--- config.mk ---
export PLATFORM = sky130hd
export DESIGN_NAME = adder_arbiter
export DESIGN_NICKNAME = d
export VERILOG_FILES = /design/src/rtl/adder_arbiter.sv
export SDC_FILE = /design/constraint.sdc
export NUM_CORES = 1
export LEC_CHECK = 0
export CORE_ASPECT_RATIO = 1.5
export CORE_UTILIZATION = 41
export CTS_BUF_LIST = sky130_fd_sc_hd__clkbuf_4 sky130_fd_sc_hd__clkbuf_8
export CTS_CLUSTER_SIZE = 12
export DETAILED_ROUTE_END_ITERATION = 7
export MAX_ROUTING_LAYER = met4
export PLACE_DENSITY = 0.79
export SETUP_SLACK_MARGIN = 0.02
export SYNTH_ARGS = -nofsm -noshare
export SYNTH_HDL_FRONTEND = slang
export SYNTH_SLANG_ARGS = --single-unit
--- constraint.sdc ---
create_clock -name clk -period 2.9 [get_ports clk]
set_input_delay 0.58 -clock clk [delete_from_list [all_inputs] [get_ports clk]]
set_output_delay 0.58 -clock clk [all_outputs]
set_load 0.1 [all_outputs]
--- src/rtl/adder_arbiter.sv ---
// Round-robin arbiter that time-shares one registered adder among NREQ requesters.
// Each grant runs IDLE -> CALC -> DONE, so one result is produced every three cycles at most.

module adder_core #(
  parameter int W = 8
) (
  input  logic [W-1:0] i_a,
  input  logic [W-1:0] i_b,
  output logic [W-1:0] o_sum,
  output logic         o_ovf
);
  assign o_sum = i_a + i_b;
  assign o_ovf = i_a[W-1] & i_b[W-1];
endmodule

module adder_arbiter #(
  parameter int DATA_WID = 8,
  parameter int NREQ     = 4
) (
  input  logic                     clk,
  input  logic                     rst_n,
  input  logic                     enable,
  input  logic [NREQ-1:0]          req,
  input  logic [NREQ*DATA_WID-1:0] a_in,
  input  logic [NREQ*DATA_WID-1:0] b_in,
  output logic [NREQ-1:0]          grant,
  output logic [DATA_WID-1:0]      out,
  output logic                     overflow,
  output logic                     done
);
  localparam int IDX_W = $clog2(NREQ);
  localparam logic [IDX_W:0] NREQ_W = (IDX_W+1)'(NREQ);

  typedef enum logic [1:0] {IDLE, CALC, DONE} state_t;

  state_t              r_state;
  state_t              w_state_nxt;
  logic [IDX_W-1:0]    r_start;
  logic [NREQ-1:0]     r_grant;
  logic [DATA_WID-1:0] r_a;
  logic [DATA_WID-1:0] r_b;
  logic [DATA_WID-1:0] r_out;
  logic                r_ovf;
  logic                r_done;

  logic [2*NREQ-1:0]   w_req_dbl;
  logic [NREQ-1:0]     w_req_rot;
  logic                w_found;
  logic [IDX_W-1:0]    w_offset;
  logic [IDX_W:0]      w_pos;
  logic [IDX_W:0]      w_win;
  logic [IDX_W-1:0]    w_win_idx;
  logic [IDX_W:0]      w_inc;
  logic [IDX_W-1:0]    w_next_start;
  logic [NREQ-1:0]     w_grant_sel;
  logic [DATA_WID-1:0] w_a_sel;
  logic [DATA_WID-1:0] w_b_sel;
  logic [DATA_WID-1:0] w_sum;
  logic                w_ovf;
  logic                w_load;
  logic                w_calc;
  logic                w_finish;

  // Rotating the doubled request vector puts the search start at bit 0.
  assign w_req_dbl = {req, req} >> r_start;
  assign w_req_rot = w_req_dbl[NREQ-1:0];
  assign w_found   = |w_req_rot;

  // NOTE: every signal assigned in always_comb gets a default first, so no path leaves it unassigned and no latch is inferred.
  always_comb begin
    w_offset = '0;
    for (int k = NREQ-1; k >= 0; k--) begin
      if (w_req_rot[k]) w_offset = IDX_W'(k);
    end
    w_pos        = {1'b0, r_start} + {1'b0, w_offset};
    w_win        = (w_pos >= NREQ_W) ? (w_pos - NREQ_W) : w_pos;
    w_win_idx    = w_win[IDX_W-1:0];
    w_inc        = {1'b0, w_win_idx} + (IDX_W+1)'(1);
    w_next_start = (w_inc == NREQ_W) ? '0 : w_inc[IDX_W-1:0];
    w_grant_sel  = NREQ'(1) << w_win_idx;
  end

  always_comb begin
    w_a_sel = '0;
    w_b_sel = '0;
    for (int k = 0; k < NREQ; k++) begin
      if (w_win_idx == IDX_W'(k)) begin
        w_a_sel = a_in[k*DATA_WID +: DATA_WID];
        w_b_sel = b_in[k*DATA_WID +: DATA_WID];
      end
    end
  end

  always_comb begin
    w_state_nxt = r_state;
    w_load      = 1'b0;
    case (r_state)
      IDLE: begin
        if (enable && w_found) begin
          w_load      = 1'b1;
          w_state_nxt = CALC;
        end
      end
      CALC:    w_state_nxt = DONE;
      DONE:    w_state_nxt = IDLE;
      default: w_state_nxt = IDLE;
    endcase
  end

  assign w_calc   = (r_state == CALC);
  assign w_finish = (r_state == DONE);

  adder_core #(.W(DATA_WID)) u_adder (
    .i_a   (r_a),
    .i_b   (r_b),
    .o_sum (w_sum),
    .o_ovf (w_ovf)
  );

  // NOTE: state registers use non-blocking assignments so every flop samples pre-edge values.
  always_ff @(posedge clk) begin
    if (!rst_n) begin
      r_state <= IDLE;
      r_start <= '0;
      r_grant <= '0;
      r_out   <= '0;
      r_ovf   <= 1'b0;
      r_done  <= 1'b0;
    end else begin
      r_state <= w_state_nxt;
      r_done  <= w_calc;
      if (w_load) begin
        r_grant <= w_grant_sel;
        r_start <= w_next_start;
      end else if (w_finish) begin
        r_grant <= '0;
      end
      if (w_calc) begin
        r_out <= w_sum;
        r_ovf <= w_ovf;
      end
    end
  end

  // NOTE: operand registers carry no reset; they are only consumed after a grant has loaded them.
  always_ff @(posedge clk) begin
    if (w_load) begin
      r_a <= w_a_sel;
      r_b <= w_b_sel;
    end
  end

  assign grant    = r_grant;
  assign out      = r_out;
  assign overflow = r_ovf;
  assign done     = r_done;

endmodule

# Word-level counts from Yosys, hierarchy flattened
# Cells that the tools add are included.
[word_totals]
register_bits = 34
input_bits = 71
elab_cells = 48
[classes]
bitwise = 1
n_reduce_logical = 5
shifts = 2
addsub = 4
n_eq_ne = 7
order_cmp = 1
mux = 20
[ops]
columns = ["op", "count"]
rows = [
  ["$mux W8", 8],
  ["$mux W2", 7],
  ["$add A8 B8 Y8", 1],
  ["$mux W4", 2],
  ["$shr A8 B2 Y4", 1],
  ["$eq A2 B2 Y1 const B", 3],
  ["$eq A2 B1 Y1 const B", 2],
  ["$logic_not A2 Y1", 2],
  ["$pmux W2 S2", 1],
  ["$reduce_or A4 Y1", 1],
  ["$shl A1 B2 Y4 const A", 1],
  ["$add A2 B1 Y3 const B", 1],
  ["$add A2 B2 Y3", 1],
  ["$eq A3 B3 Y1 const B", 1],
  ["$ge A3 B3 Y1 const B", 1],
  ["$mux W1", 2],
  ["$ne A2 B2 Y1 const B", 1],
  ["$reduce_bool A2 Y1", 1],
  ["$sub A2 B1 Y2 const B", 1],
  ["$and A1 B1 Y1", 1],
  ["$logic_and A1 B1 Y1", 1],
]

# Logic depth before layout (Yosys ltp)
[depth]
ltp_word = 13
mapped_depth = 12
mapped_depth_nobuf = 12

# Hierarchy
# A second synthesis with hierarchy kept.
[unflattened]
hier_cells = 263
area_unflattened_um2 = 2175.8
[by_module_without_submodules]
columns = ["module", "instances", "area_each_um2", "cells_per_inst"]
rows = [
  ["adder_arbiter", 1, 1860.5, 221],
  ["adder_core", 1, 315.3, 42],
]

# Least setup slack after synthesis
# Ideal clock, no wire load.
[synth_path]
kind = "input to register"
start = "input req[2]"
end = "register r_a[4], data pin"
arrival_time_ns = 2.537
slack_ns = 0.094
cell_stages = 10
n_path_buf = 1
required_ns = 2.632
path_cell_list = "or4_2 o2111ai_1 ha_1 xor2_1 ha_1 clkbuf_1 nand3b_1 a21oi_1 a21oi_1 o21ai_0"
[synth_between]
elab_chain_cells = 13
[synth_lines]
columns = ["item", "line", "source"]
rows = [
  ["start, declared", "23", "input logic [NREQ-1:0] req,"],
  ["$shr A8 B2 Y4 (*)", "65", "assign w_req_dbl = {req, req} >> r_start;"],
  ["$mux W2 (3 in series)", "73", "if (w_req_rot[k]) w_offset = IDX_W'(k);"],
  ["$mux W2 (*)", "73", ""],
  ["$add A2 B2 Y3 (*)", "75", "w_pos = {1'b0, r_start} + {1'b0, w_offset};"],
  ["$ge A3 B3 Y1 or $sub A2 B1 Y2 (tied branches)", "76", "w_win = (w_pos >= NREQ_W) ? (w_pos - NREQ_W) : w_pos;"],
  ["$mux W2 (*)", "76", ""],
  ["$logic_not A2 Y1", "87", "if (w_win_idx == IDX_W'(k)) begin"],
  ["$mux W8 (3 in series)", "87", ""],
  ["$mux W8 (*)", "87", ""],
  ["net w_a_sel[4]", "56", "logic [DATA_WID-1:0] w_a_sel;"],
  ["end signal, assigned", "148", "r_a <= w_a_sel;"],
  ["end, declared", "40", "logic [DATA_WID-1:0] r_a;"],
]
# The timed path passes the listed nets; every way through them passes the cells marked *.
# A chain may end at the register's enable or synchronous reset.

# Worst setup path after layout
[layout_path]
start = "input req[3]"
end = "register r_b[7], data pin"
[layout_between]
elab_chain_cells = 13
[layout_lines]
columns = ["item", "line", "source"]
rows = [
  ["$shr A8 B2 Y4 (*)", "65", ""],
  ["$mux W2 (3 in series)", "73", ""],
  ["$mux W2 (*)", "73", ""],
  ["$add A2 B2 Y3 (*)", "75", ""],
  ["$ge A3 B3 Y1 or $sub A2 B1 Y2 (tied branches)", "76", ""],
  ["$mux W2 (*)", "76", ""],
  ["$logic_not A2 Y1", "87", ""],
  ["$mux W8 (3 in series)", "87", ""],
  ["$mux W8 (*)", "87", ""],
  ["net w_b_sel[7]", "57", "logic [DATA_WID-1:0] w_b_sel;"],
  ["end signal, assigned", "149", "r_b <= w_b_sel;"],
  ["end, declared", "41", "logic [DATA_WID-1:0] r_b;"],
]
# Marks and branches as above.

==> flow_summary_export.csv <==
group,metric,value,unit
floorplan,design.core.area,4930,sq um
logic_synthesis,synth_edf_count,16,
logic_synthesis,yosys.area.top_type,"edfxtp_1",
global_route,grt_max_degree,29,
floorplan,row_count,31,
logic_synthesis,yosysSeqAreaShare,39.5,%
power,p_per_area,678,nW/um^2
detailed_routing,viasPerCell,5.27,
timing,worst_hold_slack,0.480,ns
cells_and_area,fin_nets,435,
logic_synthesis,synth_cell_types,41,
logic_synthesis,syn_nets,331,
logic_synthesis,synth_top_family_by_area,"compound AO/OA/AOI/OAI gates",
cells_and_area,multi_input_area,1290,sq um
cells_and_area,syn2layout_area_growth,65.5,%
global_route,grt-ovfl-total,0,
cells_and_area,register_area,841,sq um
power,clock_power_share,15.8,%
power,p_int,1.46,mW
logic_synthesis,synth_compound_area_share,22.4,%
cells_and_area,layout_commonest_cell,"clkdlybuf4s50_1",
floorplan,die_area,5490,sq um
power,seq_power_share,27.4,%
timing,setup_tns,0,ns
detailed_routing,drt_wl_total,6.15,mm
logic_synthesis,syn_avg_cell_area,8.65,sq um
logic_synthesis,synth_area,2130,sq um
cells_and_area,final_area,3520,sq um
detailed_routing,avgRoutedWirePerCell,14.8,um
timing,clock_skew,0.00539,ns
cells_and_area,final_cell_mix,"clkdlybuf4s50_1 (66), nand2_1 (39), a21oi_1 (30), buf_4 (28), dfxtp_1 (18)",
detailed_routing,dr_total_vias,2198,
detailed_routing,drc,0,
power,p_leak,1.37,nW
detailed_routing,final_antenna_net_count,0,
cells_and_area,diodes,0,
timing,worst_slack,0.0907,ns
worst_setup_path,path_max_fanout,15,
timing,finalCritPeriodShare,96.9,%
logic_synthesis,synth_top_area_share,22.6,%
min_path,hp-start,"out[5]",
timing,slew_violations,0,
floorplan,ios,85,
logic_synthesis,synthTopCellsByArea,"edfxtp_1 (23%), dfxtp_1 (17%), a21oi_1 (7.8%), ha_1 (7.6%), nand2_1 (6.9%)",
worst_setup_path,path_cells,"dlygate4sd2_1 > buf_6 > nor3b_1 > o21ai_1 > o2111ai_2 > ha_2 > buf_12 > xor2_4 > ha_4 > buf_12 > buf_16 > a22oi_2 > nor2_1 > a21oi_2 > o21ai_1",
logic_synthesis,ys_warn_count,0,
global_route,grt_pass1_wl,9.56,mm
worst_setup_path,slowest_delay,0.25,ns
cells_and_area,drive_gt1_share,19.4,%
placed_design,dpl.hpwl,4.21,mm
global_route,grt_pass1_vias,2134,
worst_setup_path,r2r-start,"r_start[0]",
detailed_routing,drtIter0Drc,107,
logic_synthesis,synth_adder_area_share,9.12,%
clock_network,cts_tree,"yes",
worst_setup_path,start_kind,"input pin",
placed_design,gp_congestion,0.885,
logic_synthesis,async_flop_share,0,%
logic_synthesis,synth_cells,246,
timing,rsz0062_at_grt,"yes",
logic_synthesis,synthMuxAreaShare,1.41,%
timing,hold_viol,0,
clock_network,htreeDepth,2,
worst_setup_path,worst_setup_path_end_kind,"flip-flop",
worst_setup_path,critical-path-top-delay-family,"buffers and inverters",
cells_and_area,fill_cells,352,
worst_setup_path,worstPathArrival,2.85,ns
placed_design,port_buffers,84,
worst_setup_path,critical_path_class,"in2reg",
floorplan,fp.dieW,60.8,um
power,comb_power_share,56.9,%
clock_network,cts_root_buf,"clkbuf_8",
power,power_switching,0.928,mW
logic_synthesis,synthFlopType,"dfxtp_1",
detailed_routing,dr.pass1.iters,4,
clock_network,clockBufferDepth,2,
logic_synthesis,synth-simple-area-share,20.4,%
clock_network,cts.reportedPaths.clkPinSlew,0.07,ns
power,ir_drop,0.000429,V
timing,tightest_slew,0.597,ns
run,cap_violations,0,
placed_design,place_ws,-0.522,ns
clock_network,cts_buffers,5,
timing,max_freq,0.356,GHz
worst_setup_path,startpoint,"req[3]",
logic_synthesis,synth_seq_cells,34,
power,switching_share,38.9,%
floorplan,die_height,90.2,um
min_path,min_path_type,"reg2reg",
clock_network,clock_latency,0.29,ns
global_route,track_usage,24.2,%
worst_setup_path,crit_required,2.94,ns
timing,slew_headroom,60.1,%
floorplan,initial_utilization,43.2,%
run_status,status,"finished, final reports clean",
timing,setup_violations,0,
logic_synthesis,yosys.area_share.xor_xnor,2.88,%
clock_network,clock-sinks,34,
global_route,antenna_found_initial,0,
worst_setup_path,critPathBufInv,5,
timing,min_period,2.81,ns
placed_design,dpl-instance-area,3150,sq um
worst_setup_path,cp_slowest_cell,"dlygate4sd2_1",
==> layout make-up <==
cell class / count / area share [%]
multi-input cells: 190 / 36.7
inverters: 7 / 0.747
flip-flops and latches: 34 / 23.9
repair buffers: 112 / 33.6
clock buffers: 6 / 2.35
well taps: 66 / 2.35
clock inverters: 2 / 0.355
==> synth_stat cells, types with 2 or more instances <==
cell      instances
xor2_1            2
nor3b_1           2
nor2_1            9
o211ai_1          2
buf_2             2
xnor2_1           5
nor2b_1           8
o21ai_0          21
nand3_1           5
and2_1            3
o211a_1           2
a21oi_1          33
o21ai_1           2
a21boi_0          5
nand2b_1          2
ha_1             13
edfxtp_1         16
a22o_1            4
nand3b_1         14
nand2_1          39
a22oi_1           2
clkbuf_1         12
mux2i_1           3
dfxtp_1          18
inv_1             6
==> worst register-to-register path, delay by kind of cell, from the launching register on <==
family	cells	cell delay [ns]
AO/OA/AOI/OAI	5	0.71
buffers and inverters	4	0.56
adder cells (fa/ha/maj)	2	0.41
flip-flops	1	0.32
AND/OR/NAND/NOR	2	0.22
XOR/XNOR	1	0.19
==> per-stage QoR <==
step | power (mW) | utilization [%] | instances
5_1_grt | 2.52 | 71.5 | 417
3_5_place_dp | 1.76 | 63.9 | 401
2_1_floorplan | 1.39 | - | 246
6_report | 2.39 | 71.5 | 417
3_3_place_gp | 1.73 | 63.9 | 401
4_1_cts | 2.34 | 71.1 | 417
==> cell families (layout without fill, tap and decap cells) <==
family,count (synthesis),in the layout
simple gates,86,86
compound gates,79,79
flops,34,34
buf+inv,22,127
fa+ha+maj,15,15
xor+xnor,7,7
mux,3,3
==> power by group through the flow <==
stage | clock network, mW | registers, mW | logic (mW)
after floorplan | 0 | 0.818 | 0.576
after global placement | 0 | 0.661 | 1.07
after detailed placement | 0 | 0.664 | 1.10
after CTS | 0.372 | 0.654 | 1.31
after global routing | 0.398 | 0.662 | 1.46
final | 0.376 | 0.653 | 1.36
==> registers in the layout (all words and copies together), names as in the netlist <==
register / count
grant: 4
done: 1
out: 8
overflow: 1
r_b: 8
r_a: 8
r_start: 2
r_state: 2
==> what timing repair did <==
item,4_1_cts,5_1_grt
setup buffers,5,0
hold buffers,0,0
pin swaps,9,7
resized for setup,29,5
setup endpoints to repair,16,13
gates cloned,3,0
==> path summary, 6_finish.rpt <==
check | end | slack, ns | depth (start not counted)
setup reg to reg | r_b[7] | 0.25 | 14
hold reg to reg | out[5] | 0.48 | 1
hold / removal | out[5] | 0.48 | 1
setup / recovery | r_b[7] | 0.09 | 15
==> layer usage <==
metal / up-vias / routed length, um / GRT usage (%)
li1: 1084 / - / -
met1: 996 / 2200 / 24.2
met2: 95 / 3330 / 41.7
met3: 23 / 326 / 5.18
met4: 0 / 291 / 13.1
met5: - / 0 / -
Note: power is estimated with default switching activity, not from simulation.
